[config.mk]
export PLATFORM = sky130hd
export DESIGN_NAME = blob_tracker
export DESIGN_NICKNAME = d
export VERILOG_FILES = /design/src/rtl/blob_pkg.sv /design/src/rtl/blob_div.sv /design/src/rtl/blob_tracker.sv
export SDC_FILE = /design/constraint.sdc
export NUM_CORES = 1
export LEC_CHECK = 0
export BUFFER_PORTS_ARGS = -buffer_cell sky130_fd_sc_hd__buf_2
export CORE_ASPECT_RATIO = 0.5
export CORE_MARGIN = 3
export CORE_UTILIZATION = 40
export DETAILED_ROUTE_END_ITERATION = 6
export MAX_ROUTING_LAYER = met4
export PLACE_DENSITY_LB_ADDON = 0.25
export RECOVER_POWER = 25
export SLEW_MARGIN = 5
export SYNTH_ARGS = -nofsm -noshare
export SYNTH_HDL_FRONTEND = slang
export SYNTH_HIERARCHICAL = 1
export SYNTH_SLANG_ARGS = --single-unit
[constraint.sdc]
create_clock -name vga_clk -period 6.75 [get_ports vga_clk]
set_input_delay 1.0125 -clock vga_clk [delete_from_list [all_inputs] [get_ports vga_clk]]
set_output_delay 1.0125 -clock vga_clk [all_outputs]
set_load 0.01 [all_outputs]
[src/rtl/blob_pkg.sv]
// blob_pkg: shared types and helpers for the blob tracker.
// Holds the tracker state enum, the overlay colours and the luminance function.
package blob_pkg;

  typedef enum logic [1:0] {
    ACCUM = 2'd0,
    DIV_X = 2'd1,
    DIV_Y = 2'd2,
    DONE  = 2'd3
  } state_e;

  localparam logic [23:0] XHAIR_RGB = 24'hFF0000;
  localparam logic [23:0] BOX_RGB   = 24'h00FF00;

  // lum = (r + 2g + b) / 4; a 10-bit sum never overflows (max 1020).
  function automatic logic [7:0] lum8(input logic [7:0] r, input logic [7:0] g,
                                      input logic [7:0] b);
    logic [9:0] s;
    s = {2'b00, r} + {1'b0, g, 1'b0} + {2'b00, b};
    return s[9:2];
  endfunction

endpackage

[src/rtl/blob_div.sv]
// blob_div: restoring shift-subtract divider, one quotient bit per cycle.
// start loads the operands and the index of the top quotient bit (msb);
// the run lasts msb+1 cycles. done is high in the final cycle, and in that
// cycle quotient already includes the last bit. A new start restarts at once.
module blob_div #(
  parameter int DW = 29,
  parameter int NW = 19,
  parameter int QW = 10,
  parameter int KW = 4
) (
  input  logic          vga_clk,
  input  logic          reset,
  input  logic          start,
  input  logic [KW-1:0] msb,
  input  logic [DW-1:0] dividend,
  input  logic [NW-1:0] divisor,
  output logic [QW-1:0] quotient,
  output logic          done
);

  logic          run_q;
  logic [KW-1:0] k_q;
  logic [DW-1:0] rem_q;
  logic [DW-1:0] trial;
  logic [NW-1:0] n_q;
  logic [QW-1:0] q_q;
  logic [QW-1:0] bit_m;
  logic          fits;

  // Trial subtract of (n << k) against the running remainder.
  always_comb begin
    trial    = DW'(n_q) << k_q;
    fits     = rem_q >= trial;
    bit_m    = QW'(1) << k_q;
    quotient = fits ? (q_q | bit_m) : q_q;
    done     = run_q && (k_q == '0);
  end

  // Iteration state: load on start, otherwise step k down to zero.
  always_ff @(posedge vga_clk or posedge reset) begin
    if (reset) begin
      run_q <= 1'b0;
      k_q   <= '0;
      rem_q <= '0;
      n_q   <= '0;
      q_q   <= '0;
    end else if (start) begin
      run_q <= 1'b1;
      k_q   <= msb;
      rem_q <= dividend;
      n_q   <= divisor;
      q_q   <= '0;
    end else if (run_q) begin
      if (fits) rem_q <= rem_q - trial;
      q_q <= quotient;
      if (k_q == '0) run_q <= 1'b0;
      else           k_q   <= k_q - KW'(1);
    end
  end

endmodule

[src/rtl/blob_tracker.sv]
// blob_tracker: per-frame bright-object centroid tracker with crosshair overlay.
// Thresholds luminance, accumulates count and coordinate sums per frame, divides
// at the vsync falling edge and overlays a crosshair at the last centroid.
// Optional macro BBOX_EN adds a per-frame bounding box and its green outline.
module blob_tracker
  import blob_pkg::*;
#(
  parameter int XW        = 10,
  parameter int YW        = 9,
  parameter int MIN_COUNT = 16
) (
  input  logic             vga_clk,
  input  logic             reset,
  input  logic             img,
  input  logic             vsync,
  input  logic [XW-1:0]    x,
  input  logic [YW-1:0]    y,
  input  logic [7:0]       r_in,
  input  logic [7:0]       g_in,
  input  logic [7:0]       b_in,
  input  logic [7:0]       lum_thr,
  output logic [7:0]       r_out,
  output logic [7:0]       g_out,
  output logic [7:0]       b_out,
  output logic [XW-1:0]    cx,
  output logic [YW-1:0]    cy,
  output logic [XW+YW-1:0] cnt,
  output logic             detect,
  output logic             centroid_valid,
  output logic             busy,
  output logic [XW-1:0]    bbox_x0,
  output logic [XW-1:0]    bbox_x1,
  output logic [YW-1:0]    bbox_y0,
  output logic [YW-1:0]    bbox_y1
);

  localparam int NW  = XW + YW;
  localparam int SXW = 2 * XW + YW;
  localparam int SYW = XW + 2 * YW;
  localparam int QM  = (XW > YW) ? XW : YW;
  localparam int DW  = NW + QM;
  localparam int KW  = $clog2(QM + 1);
  localparam logic [NW-1:0] MINC = NW'(MIN_COUNT);

  state_e         state_q, state_d;
  logic           vsync_q, frame_end, sel;
  logic [NW-1:0]  acc_n_q, acc_n_d, n_q, cnt_q;
  logic [SXW-1:0] acc_x_q, acc_x_d;
  logic [SYW-1:0] acc_y_q, acc_y_d, sy_q;
  logic [XW-1:0]  qx_q, cx_q;
  logic [YW-1:0]  qy_q, cy_q;
  logic           det_q, box_hit, det_new;
  logic [23:0]    rgb_q, rgb_d;
  logic           div_start, div_done;
  logic [KW-1:0]  div_msb;
  logic [DW-1:0]  div_dividend;
  logic [NW-1:0]  div_divisor;
  logic [QM-1:0]  div_quot;

  assign frame_end = vsync_q & ~vsync;
  assign sel       = img && (lum8(r_in, g_in, b_in) >= lum_thr);
  assign det_new   = n_q >= MINC;

  // Frame accumulators; the frame-end cycle hands them over and restarts at zero.
  always_comb begin
    acc_n_d = acc_n_q;
    acc_x_d = acc_x_q;
    acc_y_d = acc_y_q;
    if (frame_end) begin
      acc_n_d = '0;
      acc_x_d = '0;
      acc_y_d = '0;
    end else if (sel) begin
      acc_n_d = acc_n_q + NW'(1);
      acc_x_d = acc_x_q + SXW'(x);
      acc_y_d = acc_y_q + SYW'(y);
    end
  end

  // Next state and divider control; a frame end preempts any running division.
  always_comb begin
    state_d      = state_q;
    div_start    = 1'b0;
    div_msb      = '0;
    div_dividend = '0;
    div_divisor  = n_q;
    if (frame_end) begin
      div_divisor  = acc_n_q;
      div_dividend = DW'(acc_x_q);
      div_msb      = KW'(XW - 1);
      if (acc_n_q >= MINC) begin
        div_start = 1'b1;
        state_d   = DIV_X;
      end else begin
        state_d = DONE;
      end
    end else begin
      case (state_q)
        DIV_X: if (div_done) begin
          div_start    = 1'b1;
          div_dividend = DW'(sy_q);
          div_msb      = KW'(YW - 1);
          state_d      = DIV_Y;
        end
        DIV_Y: if (div_done) state_d = DONE;
        DONE:  state_d = ACCUM;
        default: ;
      endcase
    end
  end

  // State, accumulators and the frame-end snapshot of count and Y sum.
  always_ff @(posedge vga_clk or posedge reset) begin
    if (reset) begin
      state_q <= ACCUM;
      vsync_q <= 1'b0;
      acc_n_q <= '0;
      acc_x_q <= '0;
      acc_y_q <= '0;
      n_q     <= '0;
      sy_q    <= '0;
    end else begin
      state_q <= state_d;
      vsync_q <= vsync;
      acc_n_q <= acc_n_d;
      acc_x_q <= acc_x_d;
      acc_y_q <= acc_y_d;
      if (frame_end) begin
        n_q  <= acc_n_q;
        sy_q <= acc_y_q;
      end
    end
  end

  // Quotient capture per axis, then publish in DONE (centroid only on detect).
  always_ff @(posedge vga_clk or posedge reset) begin
    if (reset) begin
      qx_q  <= '0;
      qy_q  <= '0;
      cx_q  <= '0;
      cy_q  <= '0;
      cnt_q <= '0;
      det_q <= 1'b0;
    end else begin
      if (state_q == DIV_X && div_done && !frame_end) qx_q <= div_quot[XW-1:0];
      if (state_q == DIV_Y && div_done && !frame_end) qy_q <= div_quot[YW-1:0];
      if (state_q == DONE) begin
        cnt_q <= n_q;
        det_q <= det_new;
        if (det_new) begin
          cx_q <= qx_q;
          cy_q <= qy_q;
        end
      end
    end
  end

  blob_div #(
    .DW(DW),
    .NW(NW),
    .QW(QM),
    .KW(KW)
  ) u_div (
    .vga_clk (vga_clk),
    .reset   (reset),
    .start   (div_start),
    .msb     (div_msb),
    .dividend(div_dividend),
    .divisor (div_divisor),
    .quotient(div_quot),
    .done    (div_done)
  );

`ifdef BBOX_EN
  logic [XW-1:0] fx0_q, fx0_d, fx1_q, fx1_d, lx0_q, lx1_q, ox0_q, ox1_q;
  logic [YW-1:0] fy0_q, fy0_d, fy1_q, fy1_d, ly0_q, ly1_q, oy0_q, oy1_q;

  // Per-frame min/max of selected pixels; min starts at all-ones.
  always_comb begin
    fx0_d = fx0_q;
    fx1_d = fx1_q;
    fy0_d = fy0_q;
    fy1_d = fy1_q;
    if (frame_end) begin
      fx0_d = '1;
      fx1_d = '0;
      fy0_d = '1;
      fy1_d = '0;
    end else if (sel) begin
      if (x < fx0_q) fx0_d = x;
      if (x > fx1_q) fx1_d = x;
      if (y < fy0_q) fy0_d = y;
      if (y > fy1_q) fy1_d = y;
    end
  end

  // Box tracking, snapshot at frame end, publish with the centroid.
  always_ff @(posedge vga_clk or posedge reset) begin
    if (reset) begin
      fx0_q <= '1;
      fx1_q <= '0;
      fy0_q <= '1;
      fy1_q <= '0;
      lx0_q <= '0;
      lx1_q <= '0;
      ly0_q <= '0;
      ly1_q <= '0;
      ox0_q <= '0;
      ox1_q <= '0;
      oy0_q <= '0;
      oy1_q <= '0;
    end else begin
      fx0_q <= fx0_d;
      fx1_q <= fx1_d;
      fy0_q <= fy0_d;
      fy1_q <= fy1_d;
      if (frame_end) begin
        lx0_q <= fx0_q;
        lx1_q <= fx1_q;
        ly0_q <= fy0_q;
        ly1_q <= fy1_q;
      end
      if (state_q == DONE && det_new) begin
        ox0_q <= lx0_q;
        ox1_q <= lx1_q;
        oy0_q <= ly0_q;
        oy1_q <= ly1_q;
      end
    end
  end

  // Outline hit: on a vertical or horizontal edge of the published box.
  always_comb begin
    box_hit = det_q &&
              (((x == ox0_q || x == ox1_q) && y >= oy0_q && y <= oy1_q) ||
               ((y == oy0_q || y == oy1_q) && x >= ox0_q && x <= ox1_q));
  end

  assign bbox_x0 = ox0_q;
  assign bbox_x1 = ox1_q;
  assign bbox_y0 = oy0_q;
  assign bbox_y1 = oy1_q;
`else
  assign box_hit = 1'b0;
  assign bbox_x0 = '0;
  assign bbox_x1 = '0;
  assign bbox_y0 = '0;
  assign bbox_y1 = '0;
`endif

  // Overlay select: blanking, crosshair (priority), box outline, passthrough.
  always_comb begin
    rgb_d = {r_in, g_in, b_in};
    if (!img)                                     rgb_d = '0;
    else if (det_q && (x == cx_q || y == cy_q))   rgb_d = XHAIR_RGB;
    else if (box_hit)                             rgb_d = BOX_RGB;
  end

  // One-cycle registered video path.
  always_ff @(posedge vga_clk or posedge reset) begin
    if (reset) rgb_q <= '0;
    else       rgb_q <= rgb_d;
  end

  assign {r_out, g_out, b_out} = rgb_q;
  assign cx             = cx_q;
  assign cy             = cy_q;
  assign cnt            = cnt_q;
  assign detect         = det_q;
  assign busy           = (state_q == DIV_X) || (state_q == DIV_Y);
  assign centroid_valid = (state_q == DONE);

endmodule

After elaboration in Yosys (flattened, before gate mapping)
Index checks and enable logic that the tools add are counted.
{"block": "op_classes", "n_bitwise": 3, "reduce_logical": 19, "eq_ne": 8, "magnitude_cmp": 4, "addsub": 7, "shift": 2, "muxes": 36}
{"operator": "2-to-1 mux 29 bit", "n": 6}
{"operator": "2-to-1 mux 28 bit", "n": 4}
{"operator": "2-to-1 mux 19 bit", "n": 3}
{"operator": "2-to-1 mux 24 bit", "n": 2}
{"operator": "greater-or-equal comparator 19 x 5 -> 1 bit, second input constant", "n": 2}
{"operator": "2-to-1 mux 10 bit", "n": 3}
{"operator": "adder 29 x 10 -> 29 bit", "n": 1}
{"operator": "greater-or-equal comparator 29 bit", "n": 1}
{"operator": "<< shifter 19 x 4 -> 29 bit", "n": 1}
{"operator": "subtractor 29 bit", "n": 1}
{"operator": "adder 28 x 9 -> 28 bit", "n": 1}
{"operator": "2-to-1 mux 4 bit", "n": 6}
{"operator": "adder 19 x 1 -> 19 bit, second input constant", "n": 1}
{"operator": "adder 10 x 8 -> 10 bit", "n": 1}
{"operator": "adder 8 x 9 -> 10 bit", "n": 1}
{"operator": "equality test 10 bit", "n": 1}
{"operator": "bitwise OR 10 bit", "n": 1}
{"operator": "<< shifter 1 x 4 -> 10 bit, first input constant", "n": 1}
{"operator": "equality test 9 bit", "n": 1}
{"operator": "greater-or-equal comparator 8 bit", "n": 1}
{"operator": "2-to-1 mux 2 bit", "n": 4}
{"operator": "logical AND 1 bit", "n": 7}
{"operator": "2-to-1 mux 1 bit", "n": 7}
{"operator": "!= test 3 bit, second input constant", "n": 2}
{"operator": "14 further kinds", "n": 20}
{"block": "word_totals", "word_cells": 98, "ff_bits": 271}

Longest topological paths before layout
{"block": "depth", "ltp_word": 7, "depth_mapped": 19, "mapped_depth_nobuf": 17}

Cells and area by module
The synthesis kept the hierarchy.
{"mod": "blob_tracker", "area_each_um2": 11259.5, "cells_per_inst": 1130, "n_inst": 1}
{"mod": "blob_div", "area_each_um2": 5347.6, "cells_per_inst": 616, "n_inst": 1}

Worst setup path after synthesis
Ideal clock, no wire load.
{"block": "synth_timing", "kind": "input port to flip-flop", "from": "in r_in[1]", "to": "reg acc_y_q[15]", "t_arrival_ns": 4.426, "slack_ns": 2.244, "cell_stages": 17, "required_time_ns": 6.671, "cell_sequence": "inv_1 -> fa_1 -> and3b_1 -> fa_1 -> a21o_1 -> a21oi_1 -> o21bai_1 -> a21oi_1 -> o21ai_0 -> ha_1 -> nand2_1 -> o21ai_0 -> a32oi_2 -> buf_4 -> buf_4 -> nor4_1 -> mux2i_1"}
{"block": "synth_between", "elab_chain_len": 5}
{"item": "start: declaration", "line_no": "blob_tracker.sv:18", "text": "input logic [7:0] r_in,"}
{"item": "adder 8 x 9 -> 10 bit", "line_no": "blob_pkg.sv:19", "text": "s = {2'b00, r} + {1'b0, g, 1'b0} + {2'b00, b};"}
{"item": "adder 10 x 8 -> 10 bit", "line_no": "blob_pkg.sv:19"}
{"item": "greater-or-equal comparator 8 bit", "line_no": "blob_tracker.sv:61", "text": "assign sel = img && (lum8(r_in, g_in, b_in) >= lum_thr);"}
{"item": "logical AND 1 bit", "line_no": "blob_tracker.sv:61"}
{"item": "nonzero test 2 bit (no line)"}
{"item": "end signal: assignment", "line_no": "blob_tracker.sv:127", "text": "acc_y_q <= acc_y_d;"}
{"item": "end: declaration", "line_no": "blob_tracker.sv:49", "text": "logic [SYW-1:0] acc_y_q, acc_y_d, sy_q;"}
Every way passes these cells.
A chain may end at the register's enable or synchronous reset.

Final worst setup path
{"block": "layout_timing", "from": "in vsync", "to": "reg u_div.rem_q[22]"}
{"block": "layout_between", "elab_chain_len": 5, "word_cells_on_any_way": 8, "classes_between": "3 x mux; 2 x bitwise; 3 x reduce/logical"}
{"item": "start: declaration", "line_no": "blob_tracker.sv:15", "text": "input logic vsync,"}
{"item": "inverter 1 bit (*)", "line_no": "blob_tracker.sv:60", "text": "assign frame_end = vsync_q & ~vsync;"}
{"item": "AND 1 bit (*)", "line_no": "blob_tracker.sv:60"}
{"item": "2-to-1 mux 1 bit (*)", "line_no": "blob_tracker.sv:87", "text": "if (frame_end) begin"}
{"item": "net div_start", "line_no": "blob_tracker.sv:54", "text": "logic div_start, div_done;"}
{"item": "nonzero test 2 bit (no line)"}
{"item": "AND reduction 2 bit (no line)"}
{"item": "end signal: assignment", "line_no": "blob_div.sv:50", "text": "rem_q <= dividend;"}
{"item": "end signal: assignment", "line_no": "blob_div.sv:54", "text": "if (fits) rem_q <= rem_q - trial;"}
{"item": "end: declaration", "line_no": "blob_div.sv:23", "text": "logic [DW-1:0] rem_q;"}
Mark *: on every way through the listed nets, which the timed path passes. The rest lies on a longest branch.

==> impl_metrics.tcl <==
set metrics [dict create \
    hold_violations 0 \
    status "finished, violations left" \
    drv_slew 218 \
    worstPathBufferInverterCount 4 \
    multi_input_area_mm2 0.00911 \
    max_slew_margin_pct -142 \
    crit_type "in2reg" \
    reg2reg_depth 10 \
    synth_flop_cell "dfrtp_1" \
    synth.most_common_cell "nand2_1" \
    holdPathStages 2 \
    min_from "sy_q[8]$_DFFE_PP0P_" \
    start_util_pct 40.8 \
    start_kind "input pin" \
    crit_start "vsync" \
    path_max_fanout 49 \
    drc_errors 0 \
    wire_per_inst_um 17.7 \
    first_iter_violations 1083 \
    min_period_ps 5440 \
    setup_tns_ps 0 \
    die_x_um 294 \
    grt_pass1_wl_mm 67.2 \
    layout_setup_ws_ps 1310 \
    regToRegStartpoint "vsync_q$_DFF_PP0_" \
    grt_max_degree 73 \
    seq_area_mm2 0.00678 \
    critical_path.slowest_cell "clkbuf_1" \
    dieArea_mm2 0.0441 \
    n_antenna_cell 0 \
    p_leak_uw 0.00874 \
    routed_wl_mm 42.1 \
    antenna_found_initial 0 \
    yosysSeqAreaShare_pct 40.8 \
    critPathMaxStageDelay_ps 1600 \
    maxCapViolCount 4 \
    nFillCells 3911 \
    clk_path_buf_depth 3 \
    grt_pass1_vias 11939 \
    synth_cells 1746 \
    post_cts_buffers 0 \
    synth_top_cell_area_share_pct 40.8 \
    numCtsBuffers 27 \
    fmaxAchievable_mhz 184 \
    end_kind "register" \
    ctsHoldBuffers 0 \
    ys_ff_latch 271 \
    pwr_density_cell_mw_per_mm2 416 \
    boundaryPins 158 \
    path_depth 11 \
    yosysTopAreaCell "dfrtp_1" \
    yosysWarnings 6 \
    ctsResizeCount 0 \
    fin_util_pct 45.3 \
    violations "capacitance limit, slew limit" \
    layout.nets 1958 \
    vdd_drop_max_mv 0.260 \
    crit_chain "clkbuf_1 -> nand2b_1 -> clkinvlp_2 -> clkbuf_1 -> nand2_1 -> a211oi_1 -> a21oi_4 -> buf_4 -> nand2_1 -> o21ai_0 -> or3b_1" \
    hpwl_mm 30.2 \
    track_usage_pct 19.4 \
    synth_area_mm2 0.0166 \
    placeableCoreArea_mm2 0.0407 \
    ys_types 77 \
    synthArstFlopShare_pct 100 \
    portBuffers 119 \
    die_h_um 150 \
    place_congestion 0.889 \
    cts.sinks 271 \
    area_growth_pct 10.9 \
    rsz0062_at_grt "false" \
    h-tree-depth 1 \
    hold_class "reg2reg" \
    crit_arrival_ps 5870 \
    syn_area_per_cell_um2 9.51 \
    path_clk_slew_ps 70 \
    worst_pin_slew_ps 3630 \
    globalRouteOverflowTotal 0 \
    drive_gt1_share_pct 16.6 \
    clock_skew_ps 14.7 \
    worst_path_dominant_cell_family "buffers and inverters" \
    num_vias 12943 \
    synth.area.top_cells "dfrtp_1 41%, nand2_1 6.8%, mux2_2 5.8%, ha_1 5.7%, mux2i_1 3.7%" \
    dr.pass1.iters 5 \
    synth_edf_count 0 \
    synth_common_cells "301 x nand2_1, 271 x dfrtp_1, 115 x a21oi_1" \
    place_ws_ps 1280 \
    cts_root_buffer "clkbuf_16" \
    finalCritPeriodShare_pct 80.5 \
    cts_tree "done" \
    clock_latency_ps 570 \
    worst_ep_required_time_ps 7180 \
    rows 52 \
    drtAntennaViolNets 0 \
    finalNonFillerCells 2375 \
    post-place-cells 2328 \
    via_per_inst 5.45 \
    finalSetupViolations 0 \
]
==> report_power, final <==
group	switching (uW)	internal (uW)
sequential	265	1930
clock	674	912
combinational	2330	1550
==> state kept, by name, summed over array words and instances (netlist names) <==
register	cells
qx_q	10
sy_q	28
qy_q	9
detect	1
u_div/q_q	10
cnt	19
u_div/k_q	4
cx	10
vsync_q	1
rgb_q	24
cy	9
acc_n_q	19
acc_x_q	29
u_div/run_q	1
n_q	19
acc_y_q	28
state_q	2
u_div/rem_q	29
u_div/n_q	19
==> cell type report <==
type | count | area share [%]
Clock buffer | 38 | 4.16
Clock inverter | 9 | 0.808
Inverter | 48 | 0.991
Multi-Input combinational cell | 1330 | 49.4
Sequential cell | 271 | 36.8
Tap cell | 540 | 3.67
Timing Repair Buffer | 139 | 4.13
==> stage by stage <==
| step | power (uW) | hold WS (ps) | cell area (um2) |
|---|---|---|---|
| 2_1_floorplan | 5200 | 446 | 16800 |
| 3_3_place_gp | 6030 | 460 | 17500 |
| 3_5_place_dp | 6060 | 469 | 17500 |
| 4_1_cts | 7670 | 485 | 18400 |
| 5_1_grt | 8240 | 498 | 18400 |
| 6_report | 7660 | 479 | 18400 |
==> tightest hold or removal path: cells and delay by family (launching register included) <==
| family | cells | cell delay [ps] |
|---|---|---|
| flops | 1 | 340 |
| simple gates | 2 | 100 |
==> routing by layer <==
layer  wire length (um)  global-route usage [%]  vias to the layer above
li1                   -                       -                     6326
met1              21300                    29.0                     6319
met2              18400                    28.5                      255
met3               1760                    2.45                       43
met4                665                    3.21                        0
met5                  0                       -                        -
==> worst paths after layout <==
path	slack (ps)	endpoint
worst min register to register	480	sy_q[8]$_DFFE_PP0P_
worst max-delay path	1310	u_div/rem_q[22]$_DFFE_PP0P_
worst max register to register	1610	u_div/rem_q[22]$_DFFE_PP0P_
max in group asynchronous	2820	u_div/rem_q[13]$_DFFE_PP0P_
worst min-delay path	480	sy_q[8]$_DFFE_PP0P_
min in group asynchronous	1340	cnt[7]$_DFFE_PP0P_
==> kinds of logic after synthesis <==
logic type / after synthesis / share of synthesized area [%]
other cells: 1 / 0.0226
xor+xnor: 57 / 3.01
buf+inv: 184 / 5.46
mux: 153 / 10.3
flops: 271 / 40.8
compound gates: 385 / 15.4
simple gates: 609 / 18.0
fa+ha+maj: 86 / 6.98
==> cells in the final DEF, fill, tap and decap left out, drive strengths merged, types with 21 or more instances in the layout <==
master / netlist / routed
nand2: 303 / 303
dfrtp: 271 / 271
buf: 76 / 135
a21oi: 115 / 115
mux2: 86 / 86
o21ai: 79 / 79
ha: 75 / 75
mux2i: 61 / 61
nor2: 60 / 60
inv: 48 / 47
clkbuf: 60 / 42
nand3: 40 / 40
conb: 1 / 40
nand2b: 32 / 32
xor2: 30 / 30
a21o: 29 / 29
nor4: 27 / 27
xnor2: 27 / 27
a22o: 25 / 25
o31ai: 23 / 23
or3: 21 / 21
Power figures use the tool's default switching activity.
